### config.mk
export PLATFORM = sky130hd
export DESIGN_NAME = fizzbuzz_tx_fmt_flat
export DESIGN_NICKNAME = d
export VERILOG_FILES = /design/src/rtl/fizzbuzz_tx_fmt_if.sv /design/src/rtl/fizzbuzz_tx_fmt.sv /design/src/flat_wrapper.sv
export SDC_FILE = /design/constraint.sdc
export NUM_CORES = 1
export LEC_CHECK = 0
export ABC_CLOCK_PERIOD_IN_PS = 9900
export CAP_MARGIN = 10
export CELL_PAD_IN_SITES_DETAIL_PLACEMENT = 0
export CELL_PAD_IN_SITES_GLOBAL_PLACEMENT = 2
export CORE_UTILIZATION = 30
export DETAILED_ROUTE_END_ITERATION = 8
export PLACE_DENSITY = 0.78
export SLEW_MARGIN = 10
export SYNTH_ARGS = -nofsm -noshare
export SYNTH_HDL_FRONTEND = slang
export SYNTH_SLANG_ARGS = --single-unit
### constraint.sdc
create_clock -name clk -period 9.9 [get_ports clk]
set_clock_uncertainty 0.05 [all_clocks]
set_input_delay 1.98 -clock clk [delete_from_list [all_inputs] [get_ports clk]]
set_output_delay 1.98 -clock clk [all_outputs]
set_load 0.01 [all_outputs]
### src/rtl/fizzbuzz_tx_fmt_if.sv
// fizzbuzz_tx_fmt_if: request/transmit bundle between the BCD controller,
// the FizzBuzz formatter and the UART transmitter.
// Signals: i_go/i_bcd (request), i_tx_busy (tx status), o_tx_data/o_tx_valid
// (byte strobe), o_busy/o_overrun (formatter status).
interface fizzbuzz_tx_fmt_if #(
  parameter int CNT_DIGITS = 2
);
  logic                    i_go;
  logic [4*CNT_DIGITS-1:0] i_bcd;
  logic                    i_tx_busy;
  logic [7:0]              o_tx_data;
  logic                    o_tx_valid;
  logic                    o_busy;
  logic                    o_overrun;

  // Formatter side
  modport slave (
    input  i_go, i_bcd, i_tx_busy,
    output o_tx_data, o_tx_valid, o_busy, o_overrun
  );

  // Controller / transmitter side
  modport master (
    output i_go, i_bcd, i_tx_busy,
    input  o_tx_data, o_tx_valid, o_busy, o_overrun
  );
endinterface

### src/rtl/fizzbuzz_tx_fmt.sv
// fizzbuzz_tx_fmt: classifies one BCD count per i_go as Fizz/Buzz/FizzBuzz/number
// and streams the ASCII text one byte at a time to a valid/busy UART transmitter.
// Latency: i_go to first o_tx_valid is 2 cycles; one byte outstanding at a time.
// Ports: clk, rst (sync active-low), bus (fizzbuzz_tx_fmt_if.slave: i_go, i_bcd,
// i_tx_busy, o_tx_data, o_tx_valid, o_busy, o_overrun).
// Build option: define FIZZBUZZ_CRLF_EN to append CR LF after every message.
module fizzbuzz_tx_fmt #(
  parameter int CNT_DIGITS = 2,
  parameter int HOLD_MAX   = 2
) (
  input  logic              clk,
  input  logic              rst,
  fizzbuzz_tx_fmt_if.slave  bus
);

  localparam int BASE_DEPTH = (CNT_DIGITS > 8) ? CNT_DIGITS : 8;
`ifdef FIZZBUZZ_CRLF_EN
  localparam int TERM_LEN = 2;
`else
  localparam int TERM_LEN = 0;
`endif
  localparam int DEPTH = BASE_DEPTH + TERM_LEN;
  localparam int LEN_W = $clog2(DEPTH + 1);
  localparam int IDX_W = $clog2(DEPTH);
  // Sized for non-BCD digits too so the sum never wraps.
  localparam int SUM_W = $clog2(15 * CNT_DIGITS + 1);
  localparam int HC_W  = (HOLD_MAX > 1) ? $clog2(HOLD_MAX) : 1;
  // "Fizz" is the first four characters, "Buzz" the last four.
  localparam logic [63:0] TXT_FIZZBUZZ = "FizzBuzz";

  typedef enum logic [2:0] {
    S_IDLE,
    S_CLASSIFY,
    S_EMIT,
    S_HOLD,
    S_DRAIN
  } state_t;

  state_t                  r_state;
  state_t                  w_state_nxt;
  logic [4*CNT_DIGITS-1:0] r_bcd;
  logic [7:0]              r_buf [DEPTH];
  logic [LEN_W-1:0]        r_len;
  logic [LEN_W-1:0]        r_idx;
  logic [HC_W-1:0]         r_hold_cnt;

  logic [7:0]              w_buf [DEPTH];
  logic [LEN_W-1:0]        w_len;
  logic [LEN_W-1:0]        w_mlen;
  logic [SUM_W-1:0]        w_sum;
  logic [3:0]              w_digit;
  int                      w_msd;
  logic                    w_zero;
  logic                    w_div3;
  logic                    w_div5;
  logic                    w_tx_valid;

  // Message builder, evaluated from the latched count; captured in CLASSIFY.
  always_comb begin
    w_sum   = '0;
    w_digit = '0;
    w_msd   = 0;
    w_mlen  = '0;
    w_len   = '0;
    for (int p = 0; p < DEPTH; p++) w_buf[p] = 8'h00;

    for (int k = 0; k < CNT_DIGITS; k++) begin
      w_digit = r_bcd[4*k +: 4];
      w_sum   = w_sum + SUM_W'(w_digit);
      if (w_digit != 4'd0) w_msd = k;
    end
    w_zero = (r_bcd == '0);
    w_div5 = (r_bcd[3:0] == 4'd0) || (r_bcd[3:0] == 4'd5);
    w_div3 = ((w_sum % SUM_W'(3)) == '0);

    if (w_zero) begin
      w_buf[0] = 8'h30;
      w_mlen   = LEN_W'(1);
    end else if (w_div3 && w_div5) begin
      for (int j = 0; j < 8; j++) w_buf[j] = TXT_FIZZBUZZ[8*(7-j) +: 8];
      w_mlen = LEN_W'(8);
    end else if (w_div3) begin
      for (int j = 0; j < 4; j++) w_buf[j] = TXT_FIZZBUZZ[8*(7-j) +: 8];
      w_mlen = LEN_W'(4);
    end else if (w_div5) begin
      for (int j = 0; j < 4; j++) w_buf[j] = TXT_FIZZBUZZ[8*(3-j) +: 8];
      w_mlen = LEN_W'(4);
    end else begin
      // Byte j carries digit (msd - j); leading zeros fall away because the
      // text starts at the most significant non-zero digit.
      for (int j = 0; j < CNT_DIGITS; j++) begin
        for (int k = 0; k < CNT_DIGITS; k++) begin
          if (j + k == w_msd) w_buf[j] = {4'h3, r_bcd[4*k +: 4]};
        end
      end
      w_mlen = LEN_W'(w_msd + 1);
    end

`ifdef FIZZBUZZ_CRLF_EN
    for (int p = 0; p < DEPTH; p++) begin
      if (p == int'(w_mlen))     w_buf[p] = 8'h0D;
      if (p == int'(w_mlen) + 1) w_buf[p] = 8'h0A;
    end
    w_len = w_mlen + LEN_W'(2);
`else
    w_len = w_mlen;
`endif
  end

  // Next-state and byte strobe
  always_comb begin
    w_state_nxt = r_state;
    w_tx_valid  = 1'b0;
    case (r_state)
      S_IDLE:     if (bus.i_go) w_state_nxt = S_CLASSIFY;
      S_CLASSIFY: w_state_nxt = S_EMIT;
      S_EMIT: begin
        if (!bus.i_tx_busy) begin
          w_tx_valid  = 1'b1;
          w_state_nxt = S_HOLD;
        end
      end
      // Give the transmitter time to raise busy before we trust its low level.
      S_HOLD: begin
        if (bus.i_tx_busy || (r_hold_cnt == HC_W'(HOLD_MAX - 1)))
          w_state_nxt = S_DRAIN;
      end
      S_DRAIN: begin
        if (!bus.i_tx_busy)
          w_state_nxt = (r_idx == r_len) ? S_IDLE : S_EMIT;
      end
      default:    w_state_nxt = S_IDLE;
    endcase
  end

  always_ff @(posedge clk) begin
    if (!rst) begin
      r_state    <= S_IDLE;
      r_bcd      <= '0;
      r_len      <= '0;
      r_idx      <= '0;
      r_hold_cnt <= '0;
      for (int p = 0; p < DEPTH; p++) r_buf[p] <= 8'h00;
    end else begin
      r_state    <= w_state_nxt;
      r_hold_cnt <= (r_state == S_HOLD) ? r_hold_cnt + 1'b1 : '0;
      if ((r_state == S_IDLE) && bus.i_go) r_bcd <= bus.i_bcd;
      if (r_state == S_CLASSIFY) begin
        r_buf <= w_buf;
        r_len <= w_len;
        r_idx <= '0;
      end
      if (w_tx_valid) r_idx <= r_idx + 1'b1;
    end
  end

  assign bus.o_tx_valid = w_tx_valid;
  assign bus.o_tx_data  = w_tx_valid ? r_buf[r_idx[IDX_W-1:0]] : 8'h00;
  assign bus.o_busy     = (r_state != S_IDLE);
  assign bus.o_overrun  = bus.i_go && (r_state != S_IDLE);

endmodule

### src/flat_wrapper.sv
// flat-port wrapper written by rule: the top's interface ports become plain ports
module fizzbuzz_tx_fmt_flat 
#(
  parameter int CNT_DIGITS = 2,
  parameter int HOLD_MAX   = 2
)
  (clk, rst, bus_i_go, bus_i_bcd, bus_i_tx_busy, bus_o_tx_data, bus_o_tx_valid, bus_o_busy, bus_o_overrun);
  fizzbuzz_tx_fmt_if #(.CNT_DIGITS(CNT_DIGITS)) bus_i ();
  input  logic clk;
  input  logic rst;
  input wire logic [$bits(bus_i.i_go)-1:0] bus_i_go;
  input wire logic [$bits(bus_i.i_bcd)-1:0] bus_i_bcd;
  input wire logic [$bits(bus_i.i_tx_busy)-1:0] bus_i_tx_busy;
  output wire logic [$bits(bus_i.o_tx_data)-1:0] bus_o_tx_data;
  output wire logic [$bits(bus_i.o_tx_valid)-1:0] bus_o_tx_valid;
  output wire logic [$bits(bus_i.o_busy)-1:0] bus_o_busy;
  output wire logic [$bits(bus_i.o_overrun)-1:0] bus_o_overrun;
  assign bus_i.i_go = bus_i_go;
  assign bus_i.i_bcd = bus_i_bcd;
  assign bus_i.i_tx_busy = bus_i_tx_busy;
  assign bus_o_tx_data = bus_i.o_tx_data;
  assign bus_o_tx_valid = bus_i.o_tx_valid;
  assign bus_o_busy = bus_i.o_busy;
  assign bus_o_overrun = bus_i.o_overrun;
  fizzbuzz_tx_fmt #(.CNT_DIGITS(CNT_DIGITS), .HOLD_MAX(HOLD_MAX)) u_core (.clk(clk), .rst(rst), .bus(bus_i));
endmodule
==> metrics.cfg <==
[clocking]
cts.sinks = 32
clock_tree_from_tritoncts = yes
cts_resized = 0
cts_setup_buffers = 0
max-clock-path-buffers = 2
clkLatencyLatePin_ns = 0.27
cts_max_level = 2
numCtsBuffers = 5
worst_setup_hold_path_clk_slew_ns = 0.06
ctsHoldBuffers = 0
root_buffer = sky130_fd_sc_hd__clkbuf_8

[sta]
grt_setup_unrepaired = no
hold-worst-slack_ns = 0.405
slew_viols_final = 0
timing.final.setup_violations = 0
relSlewSlack = 0.452
achievable-frequency_ghz = 0.167
minimum_clock_period_after_layout_ns = 5.98
tightest_slew_ns = 0.819
finalHoldViolations = 0
fin_crit_sh = 0.604
timing.setup.tns_ns = 0
postLayoutSetupSlackWorst_ns = 3.92

[worst_setup_path]
timing.reg2reg.setup_slack_ns = 5.46
timing.critical_path.cells = clkdlybuf4s50_1, nand2b_1, or3_1, a21oi_1, o21a_1, clkdlybuf4s50_1
path_class = in -> out
critPathBufInv = 2
cp-endpoint = bus_o_tx_data[0]
worst-endpoint-required_ns = 7.87
critPathTopFamily = buffers and inverters
crit_slowest_cell = sky130_fd_sc_hd__clkdlybuf4s50_1
crit-reg2reg-launch = u_core.r_bcd[0]$_SDFFE_PN0P_
worstSetupStartpointType = primary input
worst_r2r_endpoint = u_core.r_buf[56]$_SDFFE_PN0P_
slowest_delay_ns = 0.52
worstSetupEndpointType = output pin
critical_path_startpoint = bus_i_tx_busy
cp_common_cell = sky130_fd_sc_hd__clkdlybuf4s50_1
arrival_ns = 3.95
path_depth = 6
worst_r2r_path_depth = 20
timing.critical_path.fanout_max = 7

[placed_design]
preCtsSetupSlack_ns = 3.91
gp_congestion = 0.720
dp.final_hpwl_microns = 3620
placement.io_buffers = 21
place.detailed.instances = 372

[pwr]
clock_power_share = 0.244
power_switching_w = 0.000127
total_power_per_unit_cell_area_mw_per_mm2 = 149
pwr-share-comb = 0.351
sw_frac_of_total = 0.343
power_share_of_the_sequential_group = 0.405
leakagePower_nw = 0.971
internal_power_w = 0.000244
power.ir.vdd_worst_mv = 0.0660

[route]
detailedRoute.firstIterationViolations = 54
post_detailed_routing_wire_length_microns = 4620
detail_route.wl_per_cell_microns = 12.2
drt-pass1-iter-count = 4
final_antenna_net_count = 0
post-route-drc-count = 0
via_count = 1800
viasPerCell = 4.75

[yosys]
synth-async-reset-ratio = 0
syn-instance-count = 267
count_of_flip_flops_with_a_built_in_enable_after_synthesis = 0
netlist-cell-type-count = 63
synth.avg_cell_area_sq_um = 8.04
syn-cell-area_sq_mm = 0.00215
ys_ff_latch = 32
yosysSeqAreaShare = 0.299
dominantRegCellSynth = sky130_fd_sc_hd__dfxtp_1
yosys_warnings = 0
syn-num-nets = 289

[floorplan]
ioPinCount = 23
die_area_sq_mm = 0.00750
die_h_microns = 86.6
die_width_microns = 86.6
initial_utilization = 0.312
core.rowCount = 30
coreArea_sq_mm = 0.00687

[global_route]
wire_length_of_the_first_global_routing_pass_microns = 8050
number_of_global_route_vias_before_repair = 1689
total_track_usage = 0.134
grt_start_max_net_pins = 28
grt_antenna_before_repair = 0
total_global_routing_overflow = 0

[finish]
antenna_cells = 0
multiInputGateArea_sq_mm = 0.00139
fin_cells = 379
flow.area_growth_from_synthesis_pct = 15.9
finalNetCount = 305
fill_cells = 744
final_layout_size_suffix_gt1_frac = 0.0848
area.sequential_sq_um = 641

[run]
cap_viol_max_count = 0

[min_path]
min-delay-path-class = reg -> reg

[outcome]
outcome = completed

-- synthesized netlist by cell type, types with 4 or more instances --
| master | count | area [sq um] |
|---|---|---|
| sky130_fd_sc_hd__xor2_1 | 6 | 52.6 |
| sky130_fd_sc_hd__nand2_1 | 39 | 146 |
| sky130_fd_sc_hd__dfxtp_1 | 32 | 641 |
| sky130_fd_sc_hd__nor2b_1 | 8 | 50.1 |
| sky130_fd_sc_hd__a21boi_0 | 8 | 60.1 |
| sky130_fd_sc_hd__ha_1 | 9 | 113 |
| sky130_fd_sc_hd__inv_1 | 11 | 41.3 |
| sky130_fd_sc_hd__a21oi_1 | 22 | 110 |
| sky130_fd_sc_hd__clkbuf_1 | 8 | 30.0 |
| sky130_fd_sc_hd__o21ai_0 | 8 | 40.0 |
| sky130_fd_sc_hd__and2_1 | 7 | 43.8 |
| sky130_fd_sc_hd__nand4_1 | 4 | 25.0 |
| sky130_fd_sc_hd__nand3_1 | 5 | 25.0 |
| sky130_fd_sc_hd__a21o_1 | 6 | 45.0 |
| sky130_fd_sc_hd__a22oi_1 | 4 | 30.0 |
| sky130_fd_sc_hd__nor2_1 | 19 | 71.3 |
| sky130_fd_sc_hd__nor3_1 | 5 | 25.0 |
| sky130_fd_sc_hd__mux2i_1 | 4 | 40.0 |
-- final cells by class --
cell class / instances / area share
clock buffer: 6 / 0.0292
clock inverter: 1 / 0.00201
inverter: 11 / 0.0166
multi-input combinational: 211 / 0.559
sequential: 32 / 0.258
tap: 96 / 0.0483
timing repair buffer: 22 / 0.0876
-- logic make-up (layout without fill, tap and decap cells) --
kind of cell	count (synthesis)	count (layout)	share of synthesized area
adder cells (fa/ha/maj)	10	10	0.0618
XOR/XNOR	8	8	0.0327
other	1	1	0.00175
flip-flops	32	32	0.299
multiplexers	7	7	0.0373
AO/OA/AOI/OAI	73	73	0.240
AND/OR/NAND/NOR	112	112	0.274
buffers and inverters	24	40	0.0542
-- worst min-delay path by stage --
stage                                        startpoint                       endpoint  slack [ns]  depth (start not counted)
after CTS                 u_core.r_buf[48]$_SDFFE_PN0P_  u_core.r_buf[48]$_SDFFE_PN0P_        0.41                          1
final                     u_core.r_buf[48]$_SDFFE_PN0P_  u_core.r_buf[48]$_SDFFE_PN0P_        0.40                          1
after detailed placement  u_core.r_buf[53]$_SDFFE_PN0P_  u_core.r_buf[53]$_SDFFE_PN0P_        0.39                          1
after global routing      u_core.r_buf[53]$_SDFFE_PN0P_  u_core.r_buf[53]$_SDFFE_PN0P_        0.42                          1
after floorplan            u_core.r_hold_cnt$_SDFF_PN0_   u_core.r_hold_cnt$_SDFF_PN0_        0.37                          1
after global placement    u_core.r_buf[48]$_SDFFE_PN0P_  u_core.r_buf[48]$_SDFFE_PN0P_        0.39                          1
-- stage by stage --
step / util / power [W] / cell area [sq um]
after global placement: 0.351 / 0.000284 / 2410
after CTS: 0.362 / 0.000376 / 2490
after global routing: 0.362 / 0.000399 / 2490
final: 0.362 / 0.000371 / 2490
after floorplan: - / 0.000254 / 2150
after detailed placement: 0.351 / 0.000285 / 2410
-- sequential cells by signal, summed over array words and instances, names as in the netlist --
signal             flops
u_core.r_len           3
u_core.r_state         3
u_core.r_hold_cnt      1
u_core.r_bcd           8
u_core.r_idx           4
u_core.r_buf          13
-- cells in the final DEF, fill, tap and decap left out, types with 5 or more instances in the layout --
cell type / synthesis / layout
sky130_fd_sc_hd__ha_1: 9 / 9
sky130_fd_sc_hd__nand2_1: 39 / 39
sky130_fd_sc_hd__clkbuf_8: 0 / 5
sky130_fd_sc_hd__clkdlybuf4s50_1: 0 / 21
sky130_fd_sc_hd__inv_1: 11 / 11
sky130_fd_sc_hd__nor3_1: 5 / 5
sky130_fd_sc_hd__a21boi_0: 8 / 8
sky130_fd_sc_hd__o21ai_0: 8 / 8
sky130_fd_sc_hd__a21o_1: 6 / 6
sky130_fd_sc_hd__nand3_1: 5 / 5
sky130_fd_sc_hd__nor2_1: 19 / 19
sky130_fd_sc_hd__nor2b_1: 8 / 8
sky130_fd_sc_hd__and2_1: 7 / 7
sky130_fd_sc_hd__dfxtp_1: 32 / 32
sky130_fd_sc_hd__xor2_1: 6 / 6
sky130_fd_sc_hd__a21oi_1: 22 / 22
-- worst register-to-register path, stage by stage (launching register included) --
cell,delay (ns)
sky130_fd_sc_hd__dfxtp_1,0.44
sky130_fd_sc_hd__ha_1,0.22
sky130_fd_sc_hd__inv_1,0.06
sky130_fd_sc_hd__fa_1,0.44
sky130_fd_sc_hd__xor2_1,0.22
sky130_fd_sc_hd__a21oi_1,0.32
sky130_fd_sc_hd__nand2_1,0.11
sky130_fd_sc_hd__o21ai_2,0.18
sky130_fd_sc_hd__ha_1,0.27
sky130_fd_sc_hd__nor2_1,0.11
sky130_fd_sc_hd__nor3_1,0.17
sky130_fd_sc_hd__a31oi_1,0.08
sky130_fd_sc_hd__mux2i_2,0.23
sky130_fd_sc_hd__nor4_2,0.08
sky130_fd_sc_hd__a41oi_4,0.26
sky130_fd_sc_hd__and2_2,0.20
sky130_fd_sc_hd__inv_1,0.05
sky130_fd_sc_hd__ha_1,0.20
sky130_fd_sc_hd__nor2_1,0.25
sky130_fd_sc_hd__nand3_2,0.17
sky130_fd_sc_hd__o31ai_1,0.25
-- power groups by stage --
stage | clock [W] | sequential (W) | combinational (W)
floorplan | 0 | 0.000149 | 0.000106
global placement | 0 | 0.000153 | 0.000131
detailed placement | 0 | 0.000153 | 0.000132
CTS | 0.0000933 | 0.000151 | 0.000132
global route | 0.0000998 | 0.000152 | 0.000147
finish | 0.0000905 | 0.000150 | 0.000130
-- layer usage --
| layer | up-vias | global-route usage | share of wire |
|---|---|---|---|
| met4 | 0 | 0.0242 | 0.0052 |
| met1 | 797 | 0.198 | 0.55 |
| met3 | 2 | 0.0286 | 0.032 |
| met2 | 30 | 0.202 | 0.42 |
| met5 | - | 0 | 0 |
| li1 | 971 | - | - |
Power figures use the tool's default switching activity.
